===== src/rtl/fetch_queue.sv =====
// ============================================================================
// fetch_queue
// ----------------------------------------------------------------------------
// Instruction prefetch queue sitting between the instruction memory port and
// the fetch/decode stage of the 3-stage RV32I core. It issues sequential word
// fetches ahead of decode and buffers up to DEPTH returned instructions
// together with their PCs. Decode drains the head under a valid/ready
// handshake. A redirect flushes the buffer, restarts fetch at the new target
// and silently discards every response still in flight from before it.
//
// Parameters
//   DEPTH     queue entries (power of two, >= 2); also caps the sum of
//             buffered entries and outstanding memory requests
//   RESET_PC  first fetch address after reset
//
// Ports
//   clk             clock, all state updates on the rising edge
//   rst             asynchronous reset, active low (rst=0 resets)
//   req_valid       fetch request valid                         (out)
//   req_addr[31:0]  word address of the fetch, [1:0] always 0   (out)
//   req_ready       memory accepts the request this cycle       (in)
//   rsp_valid       instruction word returned, in order         (in)
//   rsp_data[31:0]  returned instruction                        (in)
//   redirect_valid  flush and restart fetch                     (in)
//   redirect_pc     new fetch target, [1:0] ignored             (in)
//   out_valid       instruction available to decode             (out)
//   out_inst[31:0]  instruction at the head                     (out)
//   out_pc[31:0]    PC of out_inst                              (out)
//   out_ready       decode consumes the head this cycle         (in)
//
// Build option
//   FETCH_QUEUE_BYPASS_EN  when defined, a response arriving while the queue
//                          is empty (and nothing is being dropped) is shown
//                          to decode combinationally in the same cycle; if
//                          decode takes it, it never enters the buffer.
//                          Undefined: responses always pass through the
//                          buffer, one cycle response-to-decode latency.
// ============================================================================
module fetch_queue #(
    parameter int          DEPTH    = 4,
    parameter logic [31:0] RESET_PC = 32'h0000_0000
) (
    input  logic        clk,
    input  logic        rst,
    output logic        req_valid,
    output logic [31:0] req_addr,
    input  logic        req_ready,
    input  logic        rsp_valid,
    input  logic [31:0] rsp_data,
    input  logic        redirect_valid,
    input  logic [31:0] redirect_pc,
    output logic        out_valid,
    output logic [31:0] out_inst,
    output logic [31:0] out_pc,
    input  logic        out_ready
);

    localparam int PTR_W = $clog2(DEPTH);
    localparam int CNT_W = PTR_W + 1;

    typedef logic [PTR_W-1:0] ptr_t;
    typedef logic [CNT_W-1:0] cnt_t;

    // One extra bit so count + outstanding cannot overflow before compare.
    localparam logic [CNT_W:0] DEPTH_SUM = (CNT_W+1)'(DEPTH);

    // ------------------------------------------------------------------
    // Storage and control state
    // ------------------------------------------------------------------
    logic [31:0] inst_mem [DEPTH];
    logic [31:0] pc_mem   [DEPTH];

    ptr_t        rd_ptr;
    ptr_t        wr_ptr;
    cnt_t        count;
    cnt_t        outstanding;
    cnt_t        drop_cnt;
    logic [31:0] fetch_pc;
    logic [31:0] rsp_pc;

    logic [CNT_W:0] occupancy;
    logic           room;
    logic           accept;
    logic           rsp_take;
    logic           rsp_keep;
    logic           queue_valid;
    logic           bypass;
    logic           push;
    logic           pop;
    logic [31:0]    target_pc;

    // ------------------------------------------------------------------
    // Request side
    // ------------------------------------------------------------------
    // Outstanding requests reserve a slot in the buffer, so a request is
    // only made when its response is guaranteed to find room.
    assign occupancy = {1'b0, count} + {1'b0, outstanding};
    assign room      = (occupancy < DEPTH_SUM);
    assign req_valid = rst & ~redirect_valid & room;
    assign req_addr  = fetch_pc;
    assign accept    = req_valid & req_ready;

    // ------------------------------------------------------------------
    // Response side
    // ------------------------------------------------------------------
    // A response with nothing outstanding is a protocol violation and is
    // ignored entirely. Responses owed to pre-redirect requests are dropped
    // while drop_cnt is non-zero; any response in a redirect cycle is stale.
    assign rsp_take    = rsp_valid & (outstanding != '0);
    assign rsp_keep    = rsp_take & (drop_cnt == '0) & ~redirect_valid;
    assign queue_valid = (count != '0);

`ifdef FETCH_QUEUE_BYPASS_EN
    assign bypass    = rsp_keep & ~queue_valid;
    assign out_valid = rst & ~redirect_valid & (queue_valid | bypass);
    assign out_inst  = queue_valid ? inst_mem[rd_ptr] : rsp_data;
    assign out_pc    = queue_valid ? pc_mem[rd_ptr]   : rsp_pc;
`else
    assign bypass    = 1'b0;
    assign out_valid = rst & ~redirect_valid & queue_valid;
    assign out_inst  = inst_mem[rd_ptr];
    assign out_pc    = pc_mem[rd_ptr];
`endif

    // A bypassed response that decode takes is consumed without touching
    // the buffer; one decode does not take is buffered as usual.
    assign pop  = out_valid & out_ready & queue_valid;
    assign push = rsp_keep & ~(bypass & out_ready);

    assign target_pc = {redirect_pc[31:2], 2'b00};

    // ------------------------------------------------------------------
    // Control state update
    // ------------------------------------------------------------------
    always_ff @(posedge clk or negedge rst) begin
        if (!rst) begin
            rd_ptr      <= '0;
            wr_ptr      <= '0;
            count       <= '0;
            outstanding <= '0;
            drop_cnt    <= '0;
            fetch_pc    <= RESET_PC;
            rsp_pc      <= RESET_PC;
        end else if (redirect_valid) begin
            // No request is issued in a redirect cycle, so outstanding only
            // loses a response arriving now; everything left is stale.
            count       <= '0;
            rd_ptr      <= wr_ptr;
            fetch_pc    <= target_pc;
            rsp_pc      <= target_pc;
            outstanding <= outstanding - cnt_t'(rsp_take);
            drop_cnt    <= outstanding - cnt_t'(rsp_take);
        end else begin
            if (accept) begin
                fetch_pc <= fetch_pc + 32'd4;
            end
            outstanding <= outstanding + cnt_t'(accept) - cnt_t'(rsp_take);
            if (rsp_take && (drop_cnt != '0)) begin
                drop_cnt <= drop_cnt - 1'b1;
            end
            // rsp_pc tracks every kept response, bypassed or buffered.
            if (rsp_keep) begin
                rsp_pc <= rsp_pc + 32'd4;
            end
            if (push) begin
                wr_ptr <= wr_ptr + 1'b1;
            end
            if (pop) begin
                rd_ptr <= rd_ptr + 1'b1;
            end
            count <= count + cnt_t'(push) - cnt_t'(pop);
        end
    end

    // ------------------------------------------------------------------
    // Entry storage (data only, never reset)
    // ------------------------------------------------------------------
    always_ff @(posedge clk) begin
        if (push) begin
            inst_mem[wr_ptr] <= rsp_data;
            pc_mem[wr_ptr]   <= rsp_pc;
        end
    end

endmodule


===== config.mk =====
export PLATFORM = sky130hd
export DESIGN_NAME = fetch_queue
export DESIGN_NICKNAME = d
export VERILOG_FILES = /design/src/rtl/fetch_queue.sv
export SDC_FILE = /design/constraint.sdc
export NUM_CORES = 1
export LEC_CHECK = 0
export CORE_UTILIZATION = 40
export DETAILED_ROUTE_END_ITERATION = 10
export SETUP_SLACK_MARGIN = 0.1
export SLEW_MARGIN = 20
export SYNTH_ARGS = -nofsm -noshare
export SYNTH_HDL_FRONTEND = slang
export SYNTH_SLANG_ARGS = --single-unit

===== constraint.sdc =====
create_clock -name clk -period 4.35 [get_ports clk]
set_input_delay 1.0875 -clock clk [delete_from_list [all_inputs] [get_ports clk]]
set_output_delay 1.0875 -clock clk [all_outputs]
set_load 0.02 [all_outputs]

==> flow_summary_export.csv <==
group,metric,value,unit
worst_setup_path,timing.rr.start,"outstanding[2]",
synth,yosysMostFrequentCell,"edfxtp_1",
timing,maxSlewHeadroom,0.446,
worst_setup_path,critical_path_arrival,2.65,ns
synth,synth.yosys.seq_area_share,0.698,
worst_setup_path,r2r_end,"outstanding[2]",
hold_path,hold_start,"wr_ptr[0]",
timing,setup_slack,0.609,ns
drt,vias,7530,
synth,synth_ff_type,"edfxtp_1",
timing,hold_violations,0,
power,power_frac_comb,0.247,
power,power_frac_seq,0.428,
worst_setup_path,crit_family,"buffers and inverters",
placed_design,pre_cts_ws,0.902,ns
cts,post_cts_buffers,0,
placed_design,place_hpwl,17.7,mm
run,drv_cap,0,
synth,yosysTopAreaCellShare,0.561,
timing,max_freq,267,MHz
floorplan,start_util,0.407,
grt,grt_use_met2,0.262,
hold_path,min_path_cells,2,
outcome,status,"finished clean",
worst_setup_path,cp-start-kind,"flip-flop",
cts,root_buffer,"clkbuf_16",
final_layout,num-fill-cells,2729,
synth,synth_cell_types,54,
synth,yosysTopAreaCell,"edfxtp_1",
worst_setup_path,path_class,"flip-flop to output port",
cts,cts_buffer_depth,3,
final_layout,syn_to_final_growth,25.1,%
synth,ys_warn_count,0,
timing,period_share,0.860,
power,leakagePower,5.70,nW
drt,ant_nets,0,
cts,clk_latency,0.51,ns
grt,grt-ovfl-total,0,
power,p_int,6.37,mW
floorplan,die_w,184,µm
synth,synthTopCellsByArea,"edfxtp_1 56%, dfrtp_1 14%, mux4_2 11%",
floorplan,die_area,33900,µm²
drt,wirelength,27.8,mm
final_layout,multiInputGateArea,3790,µm²
grt,grt_pass1_wl,43.8,mm
cts,h-tree-depth,2,
timing,finalCriticalPeriod,3.74,ns
worst_setup_path,cp-end-kind,"output port",
cts,path_clk_slew,0.06,ns
synth,synthCells,787,
grt,grt_most_used_layer,"met2",
hold_path,whs_endpoint,"rd_ptr[0]",
worst_setup_path,path_max_fanout,17,
synth,yosys-top-cells-count,"248 x edfxtp_1, 73 x dfrtp_1, 62 x mux4_2",
timing,skew,0.00924,ns
grt,grtUsageMet3,0.0328,
placed_design,dpl.cell_count,1370,
cts,ctsResizeCount,0,
timing,rsz0062_at_grt,"no",
worst_setup_path,path_cells,"buf_4, mux4_2, clkdlybuf4s50_1",
final_layout,drive_gt1_frac,0.159,
worst_setup_path,r2r_slack,1.67,ns
power,switching_power,2.48,mW
drt,first_iter_violations,487,
cts,clkSinkCount,321,
power,pwr-share-clk,0.325,
synth,synth-edff-count,248,
worst_setup_path,crit_required,3.26,ns
floorplan,core,32600,µm²
drt,wl_per_cell,19.4,µm
timing,worst_pin_slew,0.830,ns
power,sw_frac_of_total,0.280,
timing,setup_tns,0,ns
synth,syn_area_per_cell,16.9,µm²
grt,grtUsageTotal,0.169,
drt,via_per_inst,5.25,
drt,drtPass1Iterations,5,
floorplan,num_rows,66,
worst_setup_path,cpPeakStageDelay,0.63,ns
synth,ys_async_sr_fraction,0.227,
grt,grt_pass1_vias,7593,
grt,grt_max_degree,63,
timing,finalMaxSlewViolations,0,
cts,postCtsHoldBufs,0,
final_layout,nets,1053,
power,power_density,532,nW/µm²
grt,antenna_found_initial,0,
floorplan,io_pins,168,
hold_path,hp-class,"flip-flop to flip-flop",
timing,setup_violations,0,
floorplan,die_y,184,µm
synth,synth-seq-cells,321,
drt,drc,0,
placed_design,gp_congestion,0.833,
synth,syn_area,13300,µm²
final_layout,register_area,9280,µm²
grt,grt_use_met1,0.245,
cts,cts_tree,"built",
final_layout,final_cells,1434,
cts,cts_buffers,35,
worst_setup_path,r2r_cells,11,
final_layout,n_antenna_cell,0,
worst_setup_path,cpMaxStageDelayCell,"dfrtp_4",
power,ir_drop,0.245,mV
worst_setup_path,path_buf_inv,2,
placed_design,io_buffers,161,
## worst reg2reg max path, stage by stage (launching register included)
cell and delay [ns]:
dfrtp_1 0.45, ha_1 0.30, nor3_1 0.18, and4b_1 0.26
inv_1 0.06, ha_1 0.26, inv_1 0.04, ha_1 0.18
fa_1 0.39, xor2_1 0.15, o21ai_0 0.19, xor2_1 0.15
## metrics by stage
stage | total power [mW] | cell area (µm²) | hold slack, ns | util
final | 8.85 | 16600 | 0.551 | 0.509
after global placement | 6.07 | 15500 | 0.542 | 0.475
after CTS | 8.97 | 16600 | 0.559 | 0.509
after floorplan | 5.10 | 13300 | 0.484 | -
after detailed placement | 6.08 | 15500 | 0.546 | 0.475
after global routing | 9.27 | 16600 | 0.587 | 0.509
## power by group through the flow
stage / logic (mW) / registers, mW / clock network (mW)
floorplan: 1.34 / 3.76 / 0
global route: 2.37 / 3.82 / 3.07
finish: 2.19 / 3.79 / 2.87
global placement: 2.22 / 3.85 / 0
CTS: 2.23 / 3.79 / 2.94
detailed placement: 2.23 / 3.85 / 0
## routing by layer
metal	vias up	routed length, µm
met5	-	0
met4	0	520
met1	3838	13000
li1	3444	-
met2	211	12800
met3	37	1580
## how the worst max path moves through the flow
stage	start	to	slack [ns]	depth (start not counted)
after floorplan	redirect_valid	inst_mem[0][0]	0.65	3
after global placement	rsp_valid	count[2]	0.90	12
after detailed placement	rsp_valid	count[2]	0.90	12
after CTS	rd_ptr[0]	out_pc[16]	0.53	3
after global routing	rd_ptr[0]	out_pc[5]	0.46	3
final	rd_ptr[0]	out_pc[16]	0.61	3
## cell families after synthesis
| family | share of synthesized area |
|---|---|
| mux | 0.118 |
| fa+ha+maj | 0.0181 |
| other cells | 0.000282 |
| compound gates | 0.0387 |
| flops | 0.698 |
| simple gates | 0.0802 |
| xor+xnor | 0.0284 |
| buf+inv | 0.0177 |
## cells in the final DEF, fill, tap and decap left out, types with 6 or more instances in the layout
cell,count
and3_1,11
nand4_1,27
a31oi_1,6
buf_4,9
clkinv_2,8
o21ai_0,26
clkbuf_1,9
or3_1,6
clkdlybuf4s50_1,159
buf_12,7
nand2b_1,7
nand2_1,48
clkbuf_16,36
inv_1,16
xor2_1,27
a21oi_1,11
mux2_2,12
mux4_2,62
nand3_1,34
nor2_1,21
edfxtp_1,248
o211ai_1,14
dfrtp_1,71
xnor2_1,16
ha_1,16
## registers in the layout (all words and copies together), names as in the netlist
| register | count |
|---|---|
| outstanding | 3 |
| count | 3 |
| rd_ptr | 2 |
| req_addr | 30 |
| rsp_pc | 30 |
| wr_ptr | 2 |
| pc_mem | 120 |
| inst_mem | 128 |
| drop_cnt | 3 |
## layout make-up
cell class / instances / area share
clock buffer: 46 / 0.0571
clock inverter: 18 / 0.0105
inverter: 17 / 0.00384
multi-input combinational: 413 / 0.228
sequential: 321 / 0.558
tap: 442 / 0.0333
timing repair buffer: 177 / 0.109
Note: power is estimated with default switching activity, not from simulation.
==> variant 1, RTL diff (same flow settings) <==
The option `FETCH_QUEUE_BYPASS_EN` is turned on by a define.
--- a/src/rtl/fetch_queue.sv
+++ b/src/rtl/fetch_queue.sv
@@ -38,2 +38,4 @@
 // ============================================================================
+`define FETCH_QUEUE_BYPASS_EN
+
 module fetch_queue #(
Check against the original RTL: not equivalent (Yosys sat finds a counterexample within 4 cycles, from zero or initial values and one cycle with rst low).
==> variant 1 against the original RTL <==
Critical endpoint is now out_valid. Power fell by 3.6%. Area after synthesis up 5.0%. Worst hold slack better by 0.0075 ns. Worst setup slack worse by 0.39 ns. Wire length up 8.8%. Cell area up 4.1%. Fmax fell by 9.5%. Sequential cell count did not move.
==> variant 1: results (changes against the original RTL) <==
[place]
place_area_sq_mm=0.0162  ; was 0.0155 sq mm
gp_congestion=0.823  ; was 0.833
pre_cts_ws_ns=0.266  ; was 0.902 ns
place_inst=1431  ; was 1370
dp_hpwl_um=18000  ; was 17700 um

[yosys]
synth.area.top_cells=edfxtp_1 53%, dfrtp_1 13%, mux4_2 10%  ; was edfxtp_1 56%, dfrtp_1 14%, mux4_2 11%
synth_common_cells=248 x edfxtp_1, 73 x dfrtp_1, 69 x mux2_2, 62 x mux4_2, 52 x nand2_1  ; was 248 x edfxtp_1, 73 x dfrtp_1, 62 x mux4_2, 48 x nand2_1, 34 x nand3_1
syn_inst=844  ; was 787
synth-seq-area-share_pct=66.5  ; was 69.8%
async_flop_share_pct=22.7  ; unchanged

[pwr]
max-vdd-ir-drop_mv=0.254  ; was 0.245 mV
swShare_pct=27.1  ; was 28.0%
p_leak_nw=5.96  ; was 5.70 nW

[detailed_routing]
wl_met1_um=14400  ; was 13000 um
vias=8088  ; was 7530
drt_iter0_markers=490  ; was 487
wl_met2_um=13600  ; was 12800 um
wirelength_um=30300  ; was 27800 um
wl_per_cell_um=20.3  ; was 19.4 um
wl_met3_um=1730  ; was 1580 um
drt-pass1-iter-count=4  ; was 5

[timing]
relSlewSlack_pct=33.4  ; was 44.6%
finClkSkew_ns=0.00749  ; was 0.00924 ns

[grt]
grt_max_degree=74  ; was 63
grt_use_total_pct=17.3  ; was 16.9%
grt_pass1_vias=8505  ; was 7593
grt_first_pass_wirelength_um=48000  ; was 43800 um
grt_antenna_before_repair=1  ; was 0

[setup_path]
slowest_stage=clkdlybuf4s50_1  ; was dfrtp_4
cpPeakStageDelay_ns=0.68  ; was 0.63 ns
critical_path.max_fanout=8  ; was 17
cp_data_arrival_time_ns=3.05  ; was 2.65 ns

[finish]
drive_above_1_share_pct=21.1  ; was 15.9%
nNetsFinal=1108  ; was 1053

[hold_path]
hold_class=reg2reg  ; unchanged

[run_status]
status=finished clean  ; unchanged

## variant 1: cell count changes in the layout (fill, tap and decap cells not counted), sizes merged, moves of 6 or more
| cell | delta |
|---|---|
| o211ai | -8 |
| and4 | +8 |
| o311ai | +6 |
| nand3 | -6 |
| o21ai | +17 |
| a21oi | -7 |
| mux2 | +57 |
| a21boi | +6 |
## variant 1: path summary, 6_finish.rpt
path,endpoint,slack [ns],startpoint,depth (start not counted)
min in group asynchronous,req_addr[3]$_DFFE_PN0N_,0.83,rst,2
max in group asynchronous,rd_ptr[0]$_DFFE_PN0P_,2.75,rst,2
worst min register to register,rd_ptr[1]$_DFFE_PN0P_,0.56,wr_ptr[1]$_DFFE_PN0P_,2
worst max register to register,count[2]$_DFF_PN0_,1.58,drop_cnt[0]$_DFFE_PN0P_,14
worst min-delay path,rd_ptr[1]$_DFFE_PN0P_,0.56,wr_ptr[1]$_DFFE_PN0P_,2
worst max-delay path,out_valid,0.21,rsp_valid,6
## variant 1: routing by layer
layer,vias up,GRT usage (%)
met5,-,0
met4,0,4.71
met3,44,3.32
met2,251,26.6
met1,4134,25.3
li1,3659,-
## variant 1: power groups by stage
stage               Combinational (mW)  Clock [mW]  Sequential [mW]
CTS                               1.99        2.95             3.71
floorplan                         1.28           0             3.71
global route                      2.12        3.05             3.74
finish                            1.95        2.87             3.71
detailed placement                1.98           0             3.77
global placement                  1.97           0             3.77
## variant 1: worst max-delay path: cells and delay by family
kind / cells / cell delay, ns
AO/OA/AOI/OAI: 2 / 0.50
AND/OR/NAND/NOR: 1 / 0.12
buffers and inverters: 3 / 1.33
## variant 1: logic make-up (layout without fill, tap and decap cells)
group,Yosys count,after routing,synth area share (%)
buffers and inverters,58,257,1.84
AOI/OAI and AO/OA,88,88,4.13
DFF,321,321,66.5
muxes,132,132,15.7
other,1,5,0.0269
xor gates and xnor gates,47,47,2.95
adders and majority gates,18,18,1.72
and+or+nand+nor,179,179,7.13
## variant 1: layout make-up
| type | instances | area, sq um |
|---|---|---|
| antenna | 1 | 2.50 |
| clock buffer | 44 | 982 |
| clock inverter | 19 | 136 |
| fill | 2823 | 16600 |
| inverter | 15 | 56.3 |
| multi-input combinational | 468 | 4430 |
| sequential | 321 | 9280 |
| tap | 448 | 561 |
| timing repair buffer | 179 | 1850 |
==> variant 2, RTL diff (same settings) <==
Without the edit above. Reset style: synchronous (`rst`), changed in one clocked block. Comments in the files are not updated.
--- a/src/rtl/fetch_queue.sv
+++ b/src/rtl/fetch_queue.sv
@@ -134,3 +134,3 @@
     // ------------------------------------------------------------------
-    always_ff @(posedge clk or negedge rst) begin
+    always_ff @(posedge clk) begin
         if (!rst) begin
Check against the original RTL: differs if rst is asserted again (counterexample within 4 cycles, from zero or initial values and one cycle with rst low); with rst held inactive, the same outputs for 4 cycles.
==> variant 2 against the original RTL <==
Global-route usage up 0.053 points. Fmax down 6.1%. Cell area decreased by 0.32%. Wire length rose by 1.0%. Worst setup slack lost 0.24 ns. Sequential cell count increased by 2. Count of clock-buffer cells in the layout is 1 higher. Die area decreased by 0.48%. Area after synthesis is 0.49% lower. Worst hold slack got worse by 0.028 ns. Critical path type is now in2out. Critical endpoint is now out_valid.
Power is not compared: it rests on default switching activity, and its combinational part moved more than twofold at a synthesized area within 25%.
==> variant 2: results (changes against the original RTL) <==
[run_status]
status=finished clean  ; unchanged

[detailed_routing]
drt-pass1-iter-count=5  ; unchanged
vias=7786  ; was 7530
wirelength_um=28100  ; was 27800 um
drt_iter0_markers=489  ; was 487

[setup_path]
critical_path.max_fanout=6  ; was 17
cpPeakStageDelay_ns=0.68  ; was 0.63 ns
slowest_stage=clkdlybuf4s50_1  ; was dfrtp_4
cp_data_arrival_time_ns=2.90  ; was 2.65 ns

[finish]
drive_above_1_share_pct=15.4  ; was 15.9%
fillCellCount=2800  ; was 2729
nNetsFinal=1104  ; was 1053

[timing]
relSlewSlack_pct=47.7  ; was 44.6%
finClkSkew_ns=0.0151  ; was 0.00924 ns

[grt]
grt_use_total_pct=17.0  ; was 16.9%
grt_antenna_before_repair=0  ; unchanged
grt_pass1_vias=7890  ; was 7593
grt_max_degree=79  ; was 63
grt_first_pass_wirelength_um=44200  ; was 43800 um

[place]
gp_congestion=0.814  ; was 0.833
dp_hpwl_um=17700  ; about the same
place_area_sq_mm=0.0154  ; was 0.0155 sq mm
portBuffers=161  ; unchanged

[yosys]
async_flop_share_pct=0  ; was 22.7%
synth-seq-area-share_pct=67.7  ; was 69.8%
synth.area.top_cells=edfxtp_1 56%, dfxtp_1 11%, mux4_2 11%  ; was edfxtp_1 56%, dfrtp_1 14%, mux4_2 11%
yosysUniqueCellTypes=66  ; was 54
synth_common_cells=248 x edfxtp_1, 75 x dfxtp_1, 62 x mux4_2, 55 x a21oi_1, 44 x nand2_1  ; was 248 x edfxtp_1, 73 x dfrtp_1, 62 x mux4_2, 48 x nand2_1, 34 x nand3_1

[clock_network]
cts-root-buf=clkbuf_16  ; unchanged
clkLatencyLatePin_ns=0.51  ; about the same
ctsResizeCount=0  ; unchanged
cts_setup_buffers=0  ; unchanged
cts_buffers=36  ; was 35
cts.htree.levels=2  ; unchanged

[pwr]
max-vdd-ir-drop_mv=0.247
p_int_mw=5.71

[hold_path]
hold_class=reg2reg  ; unchanged

==> variant 2: path summary, 6_finish.rpt <==
| check | startpoint | endpoint | slack [ns] | cells past startpoint |
|---|---|---|---|---|
| setup reg to reg | outstanding[2]$_SDFF_PN0_ | outstanding[2]$_SDFF_PN0_ | 1.60 | 12 |
| hold reg to reg | wr_ptr[1]$_SDFFE_PN0P_ | wr_ptr[1]$_SDFFE_PN0P_ | 0.52 | 2 |
| setup / recovery | rst | out_valid | 0.37 | 4 |
| hold / removal | wr_ptr[1]$_SDFFE_PN0P_ | wr_ptr[1]$_SDFFE_PN0P_ | 0.52 | 2 |
==> variant 2: cells by family after synthesis <==
| logic type | after synthesis | share of synthesized area, % |
|---|---|---|
| XOR/XNOR | 46 | 3.05 |
| AO/OA/AOI/OAI | 132 | 5.82 |
| multiplexers | 64 | 10.7 |
| AND/OR/NAND/NOR | 192 | 8.81 |
| buffers and inverters | 63 | 2.03 |
| flip-flops | 323 | 67.7 |
| other | 1 | 0.0284 |
| adder cells (fa/ha/maj) | 18 | 1.82 |
==> variant 2: routing by layer <==
metal	global-route usage (%)	wire length, um	up-vias
met5	0	0	-
met4	4.07	446	0
met3	3.47	1670	37
met2	26.6	12700	260
met1	24.3	13300	3845
li1	-	-	3644
==> variant 2: power groups by stage <==
stage	combinational (mW)	sequential, mW	clock, mW
floorplan	0.587	3.66	0
global placement	1.01	3.67	0
detailed placement	1.02	3.68	0
CTS	1.02	3.61	2.98
global route	1.10	3.63	3.10
finish	1.01	3.61	2.90
==> variant 2: worst register-to-register path, cell delays in order (launching register included) <==
cell and delay (ns):
dfxtp_1 0.43, ha_1 0.28, nor3b_1 0.25, and3_1 0.24, inv_2 0.05, ha_1 0.26
inv_1 0.04, ha_1 0.18, fa_1 0.38, xor2_1 0.14, o21ai_0 0.19, xnor2_1 0.14
nor2_1 0.05
==> variant 2: through the flow <==
| stage | power (mW) | hold slack (ns) | utilization, % | worst slack (ns) | instances |
|---|---|---|---|---|---|
| 2_1_floorplan | 4.24 | 0.478 | - | 0.788 | 842 |
| 4_1_cts | 7.62 | 0.524 | 50.9 | 0.335 | 1484 |
| 6_report | 7.52 | 0.523 | 50.9 | 0.367 | 1484 |
| 3_3_place_gp | 4.68 | 0.505 | 47.4 | 0.351 | 1420 |
| 5_1_grt | 7.83 | 0.552 | 50.9 | 0.306 | 1484 |
| 3_5_place_dp | 4.70 | 0.511 | 47.4 | 0.334 | 1420 |
==> variant 2: area by class of cell <==
cell class | count | share of cell area, %
tap | 442 | 3.34
clock buffer | 47 | 6.01
sequential | 323 | 54.1
clock inverter | 17 | 0.869
timing repair buffer | 179 | 11.0
multi-input combinational | 456 | 24.3
inverter | 20 | 0.453
